==> config.mk <==
export PLATFORM = sky130hd
export DESIGN_NAME = projectile_ctl
export DESIGN_NICKNAME = d
export VERILOG_FILES = /design/src/rtl/projectile_ctl.sv
export SDC_FILE = /design/constraint.sdc
export NUM_CORES = 1
export LEC_CHECK = 0
export CAP_MARGIN = 10
export CELL_PAD_IN_SITES_DETAIL_PLACEMENT = 1
export CELL_PAD_IN_SITES_GLOBAL_PLACEMENT = 2
export CORE_MARGIN = 4
export CORE_UTILIZATION = 34
export CTS_CLUSTER_DIAMETER = 50
export DETAILED_ROUTE_END_ITERATION = 6
export PLACE_DENSITY = 0.8
export SETUP_SLACK_MARGIN = 0.2
export SKIP_CTS_REPAIR_TIMING = 1
export SYNTH_ARGS = -nofsm -noshare
export SYNTH_HDL_FRONTEND = slang
export SYNTH_SLANG_ARGS = --single-unit
==> constraint.sdc <==
create_clock -name clk -period 3.3 [get_ports clk]
set_input_delay 0.495 -clock clk [delete_from_list [all_inputs] [get_ports clk]]
set_output_delay 0.495 -clock clk [all_outputs]
set_load 0.03 [all_outputs]
==> src/rtl/projectile_ctl.sv <==
// projectile_ctl: frame-stepped ballistic projectile FSM; define PROJ_WIND_EN to add a signed wind input acting on vx
module projectile_ctl #(
   parameter int X_START     = 100,
   parameter int Y_START     = 100,
   parameter int Y_FLOOR     = 30,
   parameter int X_MAX       = 770,
   parameter int GRAVITY     = 1,
   parameter int HOLD_FRAMES = 60
) (
   input  logic              clk,
   input  logic              rst,
   input  logic              frame_tick,
   input  logic              throw,
   input  logic [7:0]        vx,
   input  logic signed [9:0] vy,
`ifdef PROJ_WIND_EN
   input  logic signed [3:0] wind,
`endif
   output logic [11:0]       x_pos,
   output logic [11:0]       y_pos,
   output logic              in_flight,
   output logic              landed,
   output logic              oob
);
   typedef enum logic [1:0] {IDLE, FLIGHT, LANDED} state_t;
   localparam logic signed [13:0] YF   = 14'(Y_FLOOR);
   localparam logic signed [13:0] XM   = 14'(X_MAX);
   localparam logic signed [13:0] YC   = 14'sd4095;
   localparam logic signed [10:0] VMIN = -11'sd512;
   localparam logic signed [10:0] G    = 11'(GRAVITY);
   state_t             st_q;
   logic [11:0]        x_q, y_q, nx_c, ny_c;
   logic [7:0]         vx_q, vx_d;
   logic signed [9:0]  vy_q, vy_d;
   logic [15:0]        cnt_q;
   logic               infl_q, land_q, oob_q;
   logic signed [13:0] nx, ny;
   logic signed [10:0] vyd;
`ifdef PROJ_WIND_EN
   logic signed [9:0]  vxw;
`endif
   // candidate position and velocities for the frame being stepped
   always_comb begin
      nx   = $signed({2'b00, x_q}) + $signed({6'b0, vx_q});
      ny   = $signed({2'b00, y_q}) + $signed({{4{vy_q[9]}}, vy_q});
      vyd  = $signed({vy_q[9], vy_q}) - G;
      vy_d = vyd < VMIN ? VMIN[9:0] : vyd[9:0];
      nx_c = nx >= XM ? XM[11:0] : nx[11:0];
      ny_c = ny > YC ? 12'hfff : ny[11:0];
`ifdef PROJ_WIND_EN
      vxw  = $signed({2'b00, vx_q}) + wind;
      vx_d = vxw[9] ? 8'd0 : vxw[8] ? 8'hff : vxw[7:0];
`else
      vx_d = vx_q;
`endif
   end
   // launch, per-frame flight step with floor/edge landing, and post-landing hold
   always_ff @(posedge clk) begin
      if (rst) begin
         st_q   <= IDLE;
         x_q    <= 12'(X_START);
         y_q    <= 12'(Y_START);
         vx_q   <= '0;
         vy_q   <= '0;
         cnt_q  <= '0;
         infl_q <= 1'b0;
         land_q <= 1'b0;
         oob_q  <= 1'b0;
      end else begin
         land_q <= 1'b0;
         case (st_q)
            IDLE: if (throw) begin
               vx_q   <= vx;
               vy_q   <= vy;
               infl_q <= 1'b1;
               st_q   <= FLIGHT;
            end
            FLIGHT: if (frame_tick) begin
               x_q <= nx_c;
               if (ny <= YF || nx >= XM) begin
                  y_q    <= ny <= YF ? 12'(Y_FLOOR) : ny_c;
                  oob_q  <= ny > YF;
                  land_q <= 1'b1;
                  infl_q <= 1'b0;
                  st_q   <= LANDED;
               end else begin
                  y_q  <= ny_c;
                  vy_q <= vy_d;
                  vx_q <= vx_d;
               end
            end
            default: if (frame_tick) begin
               if (cnt_q == 16'(HOLD_FRAMES - 1)) begin
                  st_q  <= IDLE;
                  x_q   <= 12'(X_START);
                  y_q   <= 12'(Y_START);
                  oob_q <= 1'b0;
                  cnt_q <= '0;
               end else cnt_q <= cnt_q + 16'd1;
            end
         endcase
      end
   end
   assign x_pos     = x_q;
   assign y_pos     = y_q;
   assign in_flight = infl_q;
   assign landed    = land_q;
   assign oob       = oob_q;
endmodule

==> results.py, run 1 <==
metrics = {
    "min_path": {
        "worstHoldPathCells": 2,
        "hold_class": "flop to flop",
        "hold_end": "vx_d[6]",
        "hp-start": "vx_d[6]",
    },
    "synth": {
        "synth_compound_area_share_pct": 28.0,
        "synth_top_family_by_area": "compound AO/OA/AOI/OAI gates",
        "syn_area_per_cell_um2": 8.35,
        "synthAdderAreaFrac_pct": 8.20,
        "synth_edf_count": 0,
        "synth_area_leader_cell": "dfxtp_1",
        "ys_types": 72,
        "ys_seq_area_share_pct": 31.5,
        "synth-simple-area-share_pct": 21.4,
        "yosys_warnings": 0,
        "netlist_instances": 479,
        "muxShareOfSynthArea_pct": 1.31,
        "synth_seq_cells": 63,
        "synth_xor_area_share_pct": 6.13,
        "synth_top_cell_area_share_pct": 31.5,
        "syn_nets": 526,
        "netlist_area_mm2": 0.00400,
        "async_reset_ff_share_pct": 0,
        "synth_top_flop_cell": "dfxtp_1",
        "synthTopCellsByArea": "dfxtp_1, ha_1, nand2_1",
    },
    "route": {
        "post_drt_wl_per_cell_um": 18.1,
        "viasPerCell": 5.57,
        "vias": 3836,
        "drt.antenna.violating_nets": 0,
        "drt-initial-drc-count": 206,
        "firstDrtPassIters": 4,
        "routed_wl_mm": 12.5,
        "drc": 0,
    },
    "placed_design": {
        "placed_cells": 665,
        "pre_cts_ws_ns": 0.0662,
        "portBuffers": 48,
        "gp_congestion": 0.856,
        "hpwl_mm": 8.97,
        "placed_cell_area_mm2": 0.00470,
    },
    "floorplan": {
        "die_h_um": 116,
        "die_x_um": 116,
        "pin_count": 49,
        "die_area_mm2": 0.0136,
        "rows": 39,
        "initial_core_util_pct": 34.9,
        "core_mm2": 0.0115,
    },
    "global_routing": {
        "grt_max_degree": 38,
        "grt_pass1_wl_mm": 20.0,
        "grt.total_usage_pct": 18.8,
        "antenna_found_initial": 0,
        "grt-ovfl-total": 0,
        "grt_pass1_vias": 3917,
    },
    "sta": {
        "period_minus_slack_ns": 3.04,
        "rsz0062_at_grt": "yes",
        "setup_slack_ns": 0.264,
        "post-route-period-util_pct": 92.0,
        "fin_hold_ws_ns": 0.463,
        "setup_tns_ns": 0,
        "final_max_slew_viol_count": 0,
        "final-hold-violation-count": 0,
        "tightest_slew_ns": 0.594,
        "max_slew_margin_pct": 60.0,
        "finalSetupViolations": 0,
        "final.setup_skew_ns": 0.00759,
        "clock.fmax_mhz": 329,
    },
    "worst_setup_path": {
        "r2r_end": "vy_q[3]",
        "r2r_slack_ns": 0.26,
        "worstSetupStartpointType": "flop",
        "worstSetupEndpointType": "flop",
        "r2r_cells": 12,
        "crit_type": "flop to flop",
        "cp_max_fo": 6,
        "required_ns": 3.55,
        "arrival_ns": 3.29,
        "reg2reg_from": "x_pos[0]",
    },
    "finish": {
        "drive_gt1_share_pct": 18.7,
        "final_area_mm2": 0.00527,
        "stdcell_count": 689,
        "fin_util_pct": 46.0,
        "antenna_cells": 0,
        "mostFrequentLayoutCells": "nand2_1, dfxtp_1, clkdlybuf4s50_1",
        "nets": 589,
        "final_common_cell": "nand2_1",
        "areaGrowthSynthToFinish_pct": 31.8,
    },
    "job": {
        "maxCapViolations": 0,
    },
    "pwr": {
        "power.leakage_nw": 2.08,
        "total_power_mw": 2.57,
        "pwr_density_cell_mw_per_mm2": 487,
        "vdd_ir_drop_max_v": 0.000264,
    },
    "clock_tree": {
        "ctsHtreeMaxLevel": 3,
        "numCtsBuffers": 9,
        "cts_tree": "yes",
        "insertion_delay_ns": 0.34,
        "root_buffer": "clkbuf_16",
        "cts_buffer_depth": 2,
        "cts.sinks": 63,
        "clk_pin_slew_ns": 0.06,
    },
    "run_status": {
        "status": "complete, no violations",
    },
}
-- sequential cells by signal, indices dropped and copies added, names as in the netlist --
name,flops
in_flight,1
oob,1
st_q,2
x_pos,12
vy_q,10
y_pos,12
cnt_q,16
vx_d,8
landed,1
-- cell type report --
type	instances	area [µm²]
Sequential cell	63	1270
Timing Repair Buffer	71	683
Tap cell	143	179
Clock buffer	11	243
Multi-Input combinational cell	383	2770
Inverter	14	52.6
Fill cell	1333	6200
Clock inverter	4	70.1
-- synthesized netlist by cell type (3+ instances only) --
cell type / n
dfxtp_1: 63
nand2_1: 63
nor2_1: 43
a21oi_1: 36
ha_1: 23
o21ai_0: 20
clkbuf_1: 18
xor2_1: 18
nand3_1: 14
inv_1: 13
a21o_1: 10
xnor2_1: 10
and3_1: 8
a211oi_1: 6
a211oi_2: 6
nor3_1: 6
o31ai_2: 6
a211o_1: 5
a31oi_1: 5
nor2b_1: 5
nor4_1: 5
or3_1: 5
a22oi_1: 4
and2_1: 4
nand3b_1: 4
o211ai_1: 4
o22ai_1: 4
o311ai_0: 4
or2_2: 4
a21oi_2: 3
mux2i_1: 3
nand2b_1: 3
nor3b_1: 3
o31ai_1: 3
or4_1: 3
-- critical path, cell delays in order (launching register included) --
cell      delay (ns)
dfxtp_4         0.35
ha_4            0.16
fa_2            0.37
a211oi_2        0.29
nor3_2          0.08
or3_4           0.42
a21o_1          0.18
a21o_4          0.22
nor2_4          0.19
o221ai_4        0.18
buf_12          0.18
nor2b_1         0.14
o31ai_2         0.19
-- where the power goes --
| part | switching, mW | internal (mW) | leakage, nW |
|---|---|---|---|
| registers | 0.0491 | 0.802 | 0.516 |
| logic | 0.390 | 0.297 | 1.41 |
| clock network | 0.354 | 0.675 | 0.155 |
-- worst max path at each step --
stage | startpoint | cells after the start | slack (ns) | end
final | x_pos[0] | 12 | 0.26 | vy_q[3]
after global routing | x_pos[0] | 13 | 0.08 | vy_q[3]
after CTS | vy_q[0] | 13 | 0.03 | vy_q[4]
after detailed placement | vy_q[0] | 13 | 0.07 | vy_q[4]
after global placement | vy_q[0] | 13 | 0.17 | vy_q[4]
after floorplan | y_pos[0] | 13 | 0.23 | vy_q[4]
-- layer usage --
layer / share of wire (%) / up-vias / routed length [µm] / track usage, %
li1: - / 1876 / - / -
met1: 50 / 1875 / 6190 / 25.3
met2: 45 / 64 / 5610 / 29.6
met3: 3.0 / 21 / 375 / 2.95
met4: 2.3 / 0 / 286 / 8.66
met5: 0 / - / 0 / 0
-- logic make-up (layout without fill, tap and decap cells) --
family	Yosys count	in the layout
simple gates	178	178
compound gates	147	148
flops	63	63
buf+inv	34	100
xor+xnor	28	28
fa+ha+maj	25	25
mux	4	4
Power figures use the tool's default switching activity.
==> run 2: changes to the inputs <==
- CORE_ASPECT_RATIO: default -> 1.2
==> run 2 against run 1 <==
Clock power decreased by 7%. Cell count increased by 2.0%. Sequential cell count unchanged. First-iteration DRC count decreased by 40%. Critical path depth decreased by 1. Critical endpoint is now vy_q[0]. Largest power group unchanged. Die area about the same. Global-route usage decreased by 0.44 points. Maximum frequency decreased by 2.0%. Non-clock buffer count decreased by 1. Cell area increased by 0.45%.
==> results.py, run 2 (synthesis gave the netlist of run 1 again) <==
metrics = {
    "run_status": {
        "status": "complete, no violations",
    },
    "clock_tree": {
        "cts.sinks": 63,
        "insertion_delay_ns": 0.33,
        "ctsHtreeMaxLevel": 3,
        "root_buffer": "clkbuf_16",
        "cts_tree": "yes",
        "clk_pin_slew_ns": 0.06,
        "numCtsBuffers": 9,
        "cts_buffer_depth": 2,
    },
    "global_routing": {
        "grt.total_usage_pct": 18.4,
        "antenna_found_initial": 0,
        "grt_max_degree": 38,
        "grt_pass1_vias": 4025,
        "grt-ovfl-total": 0,
        "grt_pass1_wl_mm": 19.9,
    },
    "finish": {
        "final_common_cell": "nand2_1",
        "final_area_mm2": 0.00530,
        "fillers": 1375,
        "areaGrowthSynthToFinish_pct": 32.4,
        "nets": 588,
        "stdcell_count": 703,
        "antenna_cells": 0,
        "mostFrequentLayoutCells": "nand2_1, dfxtp_1, clkdlybuf4s50_1",
        "top_register": "cnt_q",
        "drive_gt1_share_pct": 19.4,
        "largest_reg_flops": 16,
    },
    "floorplan": {
        "die_area_mm2": 0.0136,
        "die_x_um": 107,
        "die_h_um": 127,
        "rows": 43,
        "initial_core_util_pct": 34.7,
        "core_mm2": 0.0115,
        "pin_count": 49,
    },
    "worst_setup_path": {
        "cp_max_fo": 6,
        "required_ns": 3.50,
        "path_delay_family": "compound AO/OA/AOI/OAI gates",
        "critPathMaxStageDelay_ns": 0.43,
        "path_cells": "ha_4 > fa_2 > a211oi_4 > nor3_2 > or3_4 > a21o_1 > a21o_1 > nor2_4 > o21ai_4 > a2111oi_2 > a211oi_1",
        "crit_path_top_delay_cell": "or3_4",
        "arrival_ns": 3.30,
        "crit_type": "flop to flop",
        "worstSetupStartpointType": "flop",
        "path_buf_inv": 0,
        "crit_path_frequent_cell": "a21o_1",
        "worstSetupEndpointType": "flop",
    },
    "sta": {
        "final_max_slew_viol_count": 0,
        "rsz0062_at_grt": "yes",
        "final-hold-violation-count": 0,
        "max_slew_margin_pct": 58.3,
        "setup_tns_ns": 0,
        "clock.fmax_mhz": 323,
        "finalSetupViolations": 0,
        "fin_hold_ws_ns": 0.472,
        "period_minus_slack_ns": 3.10,
        "post-route-period-util_pct": 93.9,
        "setup_slack_ns": 0.201,
        "tightest_slew_ns": 0.619,
        "final.setup_skew_ns": 0.00663,
    },
    "placed_design": {
        "placed_cells": 675,
        "portBuffers": 48,
        "hpwl_mm": 9.06,
        "placed_cell_area_mm2": 0.00469,
        "pre_cts_ws_ns": 0.0761,
        "gp_congestion": 0.847,
    },
    "route": {
        "post_drt_wl_per_cell_um": 17.9,
        "drt.antenna.violating_nets": 0,
        "drt-initial-drc-count": 124,
        "viasPerCell": 5.42,
        "drc": 0,
        "vias": 3808,
        "firstDrtPassIters": 4,
        "routed_wl_mm": 12.6,
    },
    "pwr": {
        "power.leakage_nw": 2.08,
        "pwr_density_cell_mw_per_mm2": 474,
        "vdd_ir_drop_max_v": 0.000187,
    },
    "job": {
        "maxCapViolations": 0,
    },
    "min_path": {
        "hold_class": "flop to flop",
    },
}
==> run 2: layer usage <==
metal  vias to the layer above  share of wire (%)  GRT usage (%)
met4                         0                1.9           8.13
met1                      1869                 44           22.4
met3                        12                2.0           2.24
li1                       1872                  -              -
met5                         -                  0              0
met2                        55                 52           32.3
==> run 2: cell type report <==
| type | count | area, µm² | area share [%] |
|---|---|---|---|
| clock buffers | 10 | 239 | 4.51 |
| clock inverters | 6 | 60.1 | 1.13 |
| inverters | 14 | 52.6 | 0.992 |
| multi-input cells | 383 | 2790 | 52.6 |
| flip-flops and latches | 63 | 1270 | 24.1 |
| well taps | 157 | 196 | 3.71 |
| repair buffers | 70 | 687 | 13.0 |
==> run 2: path summary, 6_finish.rpt <==
path	slack, ns	to	depth (start not counted)	start
max reg2reg	0.20	vy_q[0]	11	x_pos[0]
min	0.47	vx_d[7]	2	vx_d[7]
min reg2reg	0.47	vx_d[7]	2	vx_d[7]
max	0.20	vy_q[0]	11	x_pos[0]
==> run 2: power breakdown <==
group          leakage [nW]  switching [mW]  internal, mW
Sequential            0.516          0.0528         0.801
Combinational          1.42           0.393         0.308
Clock                 0.144           0.353         0.600
Total                  2.08           0.799          1.71
==> run 2: worst reg2reg max path, delay by kind of cell (launching register included) <==
kind            cells  cell delay, ns
compound gates      6            1.31
simple gates        3            0.75
fa+ha+maj           2            0.56
flops               1            0.35
==> run 2: stage by stage <==
stage / total power, mW / utilization, %
2_1_floorplan: 1.27 / -
3_3_place_gp: 1.46 / 40.8
3_5_place_dp: 1.47 / 40.8
4_1_cts: 2.44 / 43.4
5_1_grt: 2.63 / 46.0
6_report: 2.51 / 46.0
